--- src/rtl/rob_pkg.sv ---
// Shared widths, the completion packet type and a popcount helper for the
// ROB completion-port arbiter.
package rob_pkg;

  localparam int ROB_SIZE      = 64;
  localparam int ROB_SIZE_LOG2 = $clog2(ROB_SIZE);
  localparam int NUM_TAGS      = 64;
  localparam int NUM_TAGS_LOG2 = $clog2(NUM_TAGS);
  localparam int REG_SIZE      = 32;

  typedef struct packed {
    logic [ROB_SIZE_LOG2-1:0] rob_index;
    logic [NUM_TAGS_LOG2-1:0] tag;
    logic [REG_SIZE-1:0]      data;
  } complete_pkt_t;

  function automatic int popcount(input logic [31:0] v);
    int n;
    n = 0;
    for (int i = 0; i < 32; i++) begin
      n = n + int'(v[i]);
    end
    return n;
  endfunction

endpackage

--- src/rtl/rr_multi_pick.sv ---
// Combinational round-robin picker: grants up to NUM_PORTS requesters starting
// at start_i, packing them onto ports 0 upward in scan order.
module rr_multi_pick #(
  parameter int NUM_FU    = 6,
  parameter int NUM_PORTS = 3,
  parameter int PTR_W     = (NUM_FU > 1) ? $clog2(NUM_FU) : 1
) (
  input  logic [NUM_FU-1:0]    req_i,
  input  logic [PTR_W-1:0]     start_i,
  input  logic                 en_i,
  output logic [NUM_FU-1:0]    grant_o,
  output logic [PTR_W-1:0]     port_idx_o [NUM_PORTS],
  output logic [NUM_PORTS-1:0] port_vld_o,
  output logic [PTR_W-1:0]     last_idx_o,
  output logic                 any_o
);

  localparam int CNT_W  = $clog2(NUM_PORTS + 1);
  localparam int PIDX_W = (NUM_PORTS > 1) ? $clog2(NUM_PORTS) : 1;

  logic [CNT_W-1:0] cnt_s;
  logic [PTR_W:0]   sum_s;
  logic [PTR_W-1:0] idx_s;

  // Modular scan from start_i; the wrap is an explicit subtract so NUM_FU
  // need not be a power of two.
  always_comb begin
    grant_o    = '0;
    port_vld_o = '0;
    last_idx_o = start_i;
    cnt_s      = '0;
    sum_s      = '0;
    idx_s      = '0;
    for (int k = 0; k < NUM_PORTS; k++) begin
      port_idx_o[k] = '0;
    end
    for (int i = 0; i < NUM_FU; i++) begin
      sum_s = {1'b0, start_i} + (PTR_W+1)'(i);
      if (sum_s >= (PTR_W+1)'(NUM_FU)) begin
        sum_s = sum_s - (PTR_W+1)'(NUM_FU);
      end else begin
        sum_s = sum_s;
      end
      idx_s = sum_s[PTR_W-1:0];
      if (en_i && req_i[idx_s] && (cnt_s < CNT_W'(NUM_PORTS))) begin
        grant_o[idx_s]                  = 1'b1;
        port_idx_o[cnt_s[PIDX_W-1:0]]   = idx_s;
        port_vld_o[cnt_s[PIDX_W-1:0]]   = 1'b1;
        last_idx_o                      = idx_s;
        cnt_s                           = cnt_s + CNT_W'(1);
      end else begin
        cnt_s = cnt_s;
      end
    end
    any_o = |grant_o;
  end

endmodule

--- src/rtl/rob_complete_arbiter.sv ---
// Shares the ROB completion write-back ports among NUM_FU functional units.
// Optional perf counters are built when COMPLETE_ARB_PERF_EN is defined.
module rob_complete_arbiter
  import rob_pkg::*;
#(
  parameter int NUM_FU    = 6,
  parameter int NUM_PORTS = 3
) (
  input  logic                     clk,
  input  logic                     rst_n,
  input  logic                     flush,
  input  logic                     fu_req          [0:NUM_FU-1],
  input  logic [ROB_SIZE_LOG2-1:0] fu_rob_index    [0:NUM_FU-1],
  input  logic [NUM_TAGS_LOG2-1:0] fu_tag          [0:NUM_FU-1],
  input  logic [REG_SIZE-1:0]      fu_data         [0:NUM_FU-1],
  output logic                     fu_grant        [0:NUM_FU-1],
  output logic                     complete        [0:NUM_PORTS-1],
  output logic [ROB_SIZE_LOG2-1:0] rob_index       [0:NUM_PORTS-1],
  output logic [NUM_TAGS_LOG2-1:0] tag_rd_complete [0:NUM_PORTS-1],
  output logic [REG_SIZE-1:0]      data_rd         [0:NUM_PORTS-1],
`ifdef COMPLETE_ARB_PERF_EN
  output logic [31:0]              perf_grants,
  output logic [31:0]              perf_conflicts,
`endif
  output logic                     arb_conflict
);

  localparam int PTR_W = (NUM_FU > 1) ? $clog2(NUM_FU) : 1;

  logic [NUM_FU-1:0]    req_vec_s;
  logic [NUM_FU-1:0]    grant_vec_s;
  complete_pkt_t        fu_pkt_s   [NUM_FU];
  logic [PTR_W-1:0]     port_idx_s [NUM_PORTS];
  logic [NUM_PORTS-1:0] port_vld_s;
  logic [PTR_W-1:0]     last_idx_s;
  logic                 any_grant_s;
  logic                 pick_en_s;

  logic [PTR_W-1:0]     rr_ptr_q, rr_ptr_d;
  complete_pkt_t        port_q [NUM_PORTS];
  complete_pkt_t        port_d [NUM_PORTS];
  logic [NUM_PORTS-1:0] complete_q, complete_d;
  logic                 conflict_q, conflict_d;

  // Grants are held off during reset as well as flush.
  assign pick_en_s = rst_n & ~flush;

  always_comb begin
    for (int i = 0; i < NUM_FU; i++) begin
      req_vec_s[i] = fu_req[i];
      fu_pkt_s[i]  = '{rob_index: fu_rob_index[i], tag: fu_tag[i], data: fu_data[i]};
      fu_grant[i]  = grant_vec_s[i];
    end
  end

  rr_multi_pick #(
    .NUM_FU    (NUM_FU),
    .NUM_PORTS (NUM_PORTS),
    .PTR_W     (PTR_W)
  ) u_pick (
    .req_i      (req_vec_s),
    .start_i    (rr_ptr_q),
    .en_i       (pick_en_s),
    .grant_o    (grant_vec_s),
    .port_idx_o (port_idx_s),
    .port_vld_o (port_vld_s),
    .last_idx_o (last_idx_s),
    .any_o      (any_grant_s)
  );

  // Unused ports are zeroed so the ROB never sees stale fields.
  always_comb begin
    complete_d = port_vld_s;
    for (int k = 0; k < NUM_PORTS; k++) begin
      if (port_vld_s[k]) begin
        port_d[k] = fu_pkt_s[port_idx_s[k]];
      end else begin
        port_d[k] = '0;
      end
    end
    if (!any_grant_s) begin
      rr_ptr_d = rr_ptr_q;
    end else if (last_idx_s == PTR_W'(NUM_FU - 1)) begin
      rr_ptr_d = '0;
    end else begin
      rr_ptr_d = last_idx_s + PTR_W'(1);
    end
    conflict_d = (popcount(32'(req_vec_s)) > NUM_PORTS) && !flush;
  end

  always_ff @(posedge clk or negedge rst_n) begin
    if (!rst_n) begin
      rr_ptr_q   <= '0;
      complete_q <= '0;
      conflict_q <= 1'b0;
      for (int k = 0; k < NUM_PORTS; k++) begin
        port_q[k] <= '0;
      end
    end else begin
      rr_ptr_q   <= rr_ptr_d;
      complete_q <= complete_d;
      conflict_q <= conflict_d;
      for (int k = 0; k < NUM_PORTS; k++) begin
        port_q[k] <= port_d[k];
      end
    end
  end

  always_comb begin
    arb_conflict = conflict_q;
    for (int k = 0; k < NUM_PORTS; k++) begin
      complete[k]        = complete_q[k];
      rob_index[k]       = port_q[k].rob_index;
      tag_rd_complete[k] = port_q[k].tag;
      data_rd[k]         = port_q[k].data;
    end
  end

`ifdef COMPLETE_ARB_PERF_EN
  logic [31:0] perf_grants_q, perf_conflicts_q;

  // Free-running wrap-around counters; flush does not clear them.
  always_ff @(posedge clk or negedge rst_n) begin
    if (!rst_n) begin
      perf_grants_q    <= 32'd0;
      perf_conflicts_q <= 32'd0;
    end else begin
      perf_grants_q    <= perf_grants_q + 32'(popcount(32'(grant_vec_s)));
      perf_conflicts_q <= perf_conflicts_q + {31'd0, conflict_d};
    end
  end

  assign perf_grants    = perf_grants_q;
  assign perf_conflicts = perf_conflicts_q;
`endif

endmodule

--- config.mk ---
export PLATFORM = sky130hd
export DESIGN_NAME = rob_complete_arbiter
export DESIGN_NICKNAME = d
export VERILOG_FILES = /design/src/rtl/rob_pkg.sv /design/src/rtl/rr_multi_pick.sv /design/src/rtl/rob_complete_arbiter.sv
export SDC_FILE = /design/constraint.sdc
export NUM_CORES = 1
export LEC_CHECK = 0
export ABC_AREA = 1
export ABC_CLOCK_PERIOD_IN_PS = 11250
export CAP_MARGIN = 20
export CELL_PAD_IN_SITES_DETAIL_PLACEMENT = 0
export CELL_PAD_IN_SITES_GLOBAL_PLACEMENT = 1
export CORE_ASPECT_RATIO = 1.75
export CORE_UTILIZATION = 35
export CTS_CLUSTER_DIAMETER = 200
export DETAILED_ROUTE_END_ITERATION = 10
export GPL_ROUTABILITY_DRIVEN = 0
export PLACE_DENSITY = 0.95
export RECOVER_POWER = 50
export SYNTH_ARGS = -nofsm -noshare
export SYNTH_HDL_FRONTEND = slang
export SYNTH_SLANG_ARGS = --single-unit
--- constraint.sdc ---
create_clock -name clk -period 11.25 [get_ports clk]
set_input_delay 1.6875 -clock clk [delete_from_list [all_inputs] [get_ports clk]]
set_output_delay 1.6875 -clock clk [all_outputs]
set_load 0.01 [all_outputs]
==> flow_summary.ini <==
[critical_path]
cpMaxStageDelayCell = nor2_1
start_kind = input port
critPathArrivalTime_ps = 6730
required_ps = 9560
crit_top_cell = nand2_1
cp-end-kind = primary output
reg2reg_slack_ps = 3860
critPathMaxFanout = 86
worstPathCellList = buf_6 > inv_1 > nor2_1 > nand2_1 > inv_1 > fa_1 > inv_1 > a21oi_1 > nand2_2 > nand2_1 > ha_1 > nand3_1 > nand2_1 > nand2_1 > nand2_1 > nand3_1 > nand2_1 > clkdlybuf4s50_1
worstSetupPathType = in -> out
slowest_delay_ps = 630

[timing]
setup_viol = 0
finalHoldViolCount = 0
setup_ws_ps = 2830
finClkSkew_ps = 9.81
setup-tns-final_ps = 0
holdWs_ps = 716
slew_viol_final = 56
min_period_over_period_pct = 74.8
worstMarginPinSlew_ps = 3490
timing.slew.headroom_pct = -133
rsz0062_at_grt = no
period_needed_ps = 8420
fmaxAchievable_ghz = 0.119

[clock_tree]
cts_resized = 0
clockBufferDepth = 2
ctsHtreeMaxLevel = 4
tritoncts = built
cts_setup_buffers = 0
cts_hold_buf = 0
cts-root-buf = clkbuf_16
insertion_delay_ps = 450
clock_sink_count = 139
cts-buffers-inserted = 17
path_clk_slew_ps = 70

[finish]
area_growth_pct = 33.1
stdcell_count = 3426
drive_gt1_share_pct = 3.47
fin_nets = 3137

[route]
via_count = 20400
dr.pass1.iters = 6
routedWlPerCell_um = 21.8
drt_wl_total_um = 74800
vias_per_cell = 5.94
drtAntennaViolNets = 0
drtIter0Drc = 2639
post-route-drc-count = 0

[global_route]
grt_pass1_wl_um = 112000
grt_remaining_overflow = 0
grt_pass1_vias = 19000
grt_start_max_net_pins = 89
antenna_found_initial = 20
grtUsageTotal_pct = 34.5

[synthesis]
async_flop_share_pct = 100
synth_ff_type = dfrtp_1
syn_inst = 2596
synth_edf_count = 0
avgSynthCellArea_um2 = 5.61
synth_seq_area_share_pct = 23.9
synth_area_mm2 = 0.0146
yosys_warnings = 0
synth.distinct_cells = 36
synth-seq-cells = 139
synth_nets = 2888

[placement]
dp_hpwl_um = 47100
numPortBuffers = 414
place_ws_ps = 2760
placedCellCount = 3376

[power_and_ir_drop]
leakage_nw = 9.12
ir_drop_v = 0.000356
power_density_mw_per_mm2 = 345

[status]
outcome = complete, but fails checks
violations = max-capacitance violations, max-slew violations

[min_path]
min_path_type = reg -> reg

[flow_run]
maxCapViolCount = 1

[floorplan]
die_x_um = 156
core_area_mm2 = 0.0410
ioPinCount = 415
fp-row-count = 98
initial_core_util_pct = 35.6
dieArea_mm2 = 0.0425
die_h_um = 272
metrics by stage:
stage / total power, mW / util [%] / instance area, um^2
floorplan: 4.31 / - / 14600
global placement: 5.90 / 45.9 / 18800
detailed placement: 6.01 / 45.9 / 18800
CTS: 6.58 / 47.2 / 19300
global route: 7.18 / 47.3 / 19400
finish: 6.70 / 47.3 / 19400
final timing paths:
check	from	to	cells past startpoint
max	rst_n	fu_grant[3]	18
min	rr_ptr_q[1]	rr_ptr_q[1]	2
max reg2reg	rr_ptr_q[0]	data_rd[90]	27
min reg2reg	rr_ptr_q[1]	rr_ptr_q[1]	2
max in group asynchronous	rst_n	data_rd[90]	2
min in group asynchronous	rst_n	data_rd[73]	1
synthesized netlist by cell type, types with 2 or more instances:
| master | n | area share (%) |
|---|---|---|
| nand3_1 | 843 | 29 |
| o21ai_2 | 5 | 0.30 |
| buf_1 | 22 | 0.57 |
| a21oi_1 | 142 | 4.9 |
| ha_1 | 16 | 1.4 |
| clkbuf_1 | 87 | 2.2 |
| a31oi_1 | 2 | 0.086 |
| nor3_1 | 6 | 0.21 |
| nor2_1 | 162 | 4.2 |
| nand2_2 | 13 | 0.56 |
| dfrtp_1 | 139 | 24 |
| nand4_2 | 4 | 0.34 |
| o21ai_1 | 2 | 0.069 |
| o21ai_0 | 20 | 0.69 |
| buf_4 | 10 | 0.52 |
| nand4_1 | 13 | 0.56 |
| nand2_1 | 844 | 22 |
| fa_1 | 3 | 0.41 |
| buf_2 | 95 | 3.3 |
| inv_2 | 4 | 0.10 |
| nand3_4 | 2 | 0.24 |
| o211a_1 | 2 | 0.14 |
| inv_1 | 139 | 3.6 |
| o211ai_1 | 4 | 0.21 |
| and2_1 | 2 | 0.086 |
| o22ai_1 | 4 | 0.17 |
| or2_2 | 2 | 0.086 |
registers in the layout, indices dropped and copies added, names as in the netlist:
signal / count
data_rd: 96
rob_index: 18
tag_rd_complete: 18
complete_q: 3
rr_ptr_q: 3
arb_conflict: 1
placed cells by master, fill, tap and decap left out, types with 3 or more instances in the layout:
| master | count |
|---|---|
| nor3_1 | 6 |
| nand2_1 | 840 |
| clkinv_2 | 3 |
| inv_1 | 139 |
| nand2_2 | 9 |
| inv_2 | 4 |
| clkinvlp_4 | 6 |
| clkbuf_8 | 3 |
| a21oi_1 | 142 |
| nor2_1 | 162 |
| o21ai_0 | 20 |
| ha_1 | 16 |
| o22ai_1 | 4 |
| diode_2 | 19 |
| o21ai_4 | 5 |
| buf_4 | 28 |
| nand4_4 | 3 |
| clkbuf_16 | 17 |
| nand2_4 | 8 |
| o211ai_1 | 4 |
| dlygate4sd3_1 | 71 |
| fa_1 | 3 |
| dfrtp_1 | 139 |
| nand4_1 | 13 |
| clkdlybuf4s50_1 | 342 |
| nand3_1 | 843 |
critical path: cells and delay by family:
family	cells	cell delay, ps
adders and majority gates	2	850
buffers and inverters	5	1750
AOI/OAI and AO/OA	1	80
and+or+nand+nor	10	2300
cell families (layout without fill, tap and decap cells):
group / after synthesis / count (layout) / synth area share [%]
other: 0 / 19 / 0
DFF: 139 / 139 / 23.9
xor gates and xnor gates: 1 / 1 / 0.112
adders and majority gates: 19 / 19 / 1.79
AOI/OAI and AO/OA: 184 / 184 / 6.78
buffers and inverters: 358 / 619 / 10.3
and+or+nand+nor: 1895 / 1895 / 57.2
metal layers:
metal  vias to the layer above  GRT usage (%)  part of all wire (%)
li1                       9077              -                     -
met2                      1565           56.1                    47
met5                         -              0                 0.035
met4                         4           27.2                   8.0
met3                       368           6.94                    10
met1                      9353           39.3                    34
layout make-up:
type                       instances  area, um^2
clock inverter                    10        68.8
clock buffer                      21         470
antenna                           19        47.5
multi-input combinational       2099        9710
sequential                       139        3480
timing repair buffer             444        4390
fill                            4323       21600
inverter                         144         541
tap                              550         688
where the power goes:
group | switching, mW | leakage [nW] | total [mW] | internal, mW
registers | 0.0641 | 1.87 | 0.720 | 0.656
logic | 3.74 | 7.00 | 5.43 | 1.68
clock network | 0.253 | 0.250 | 0.551 | 0.297
Power figures use the tool's default switching activity.
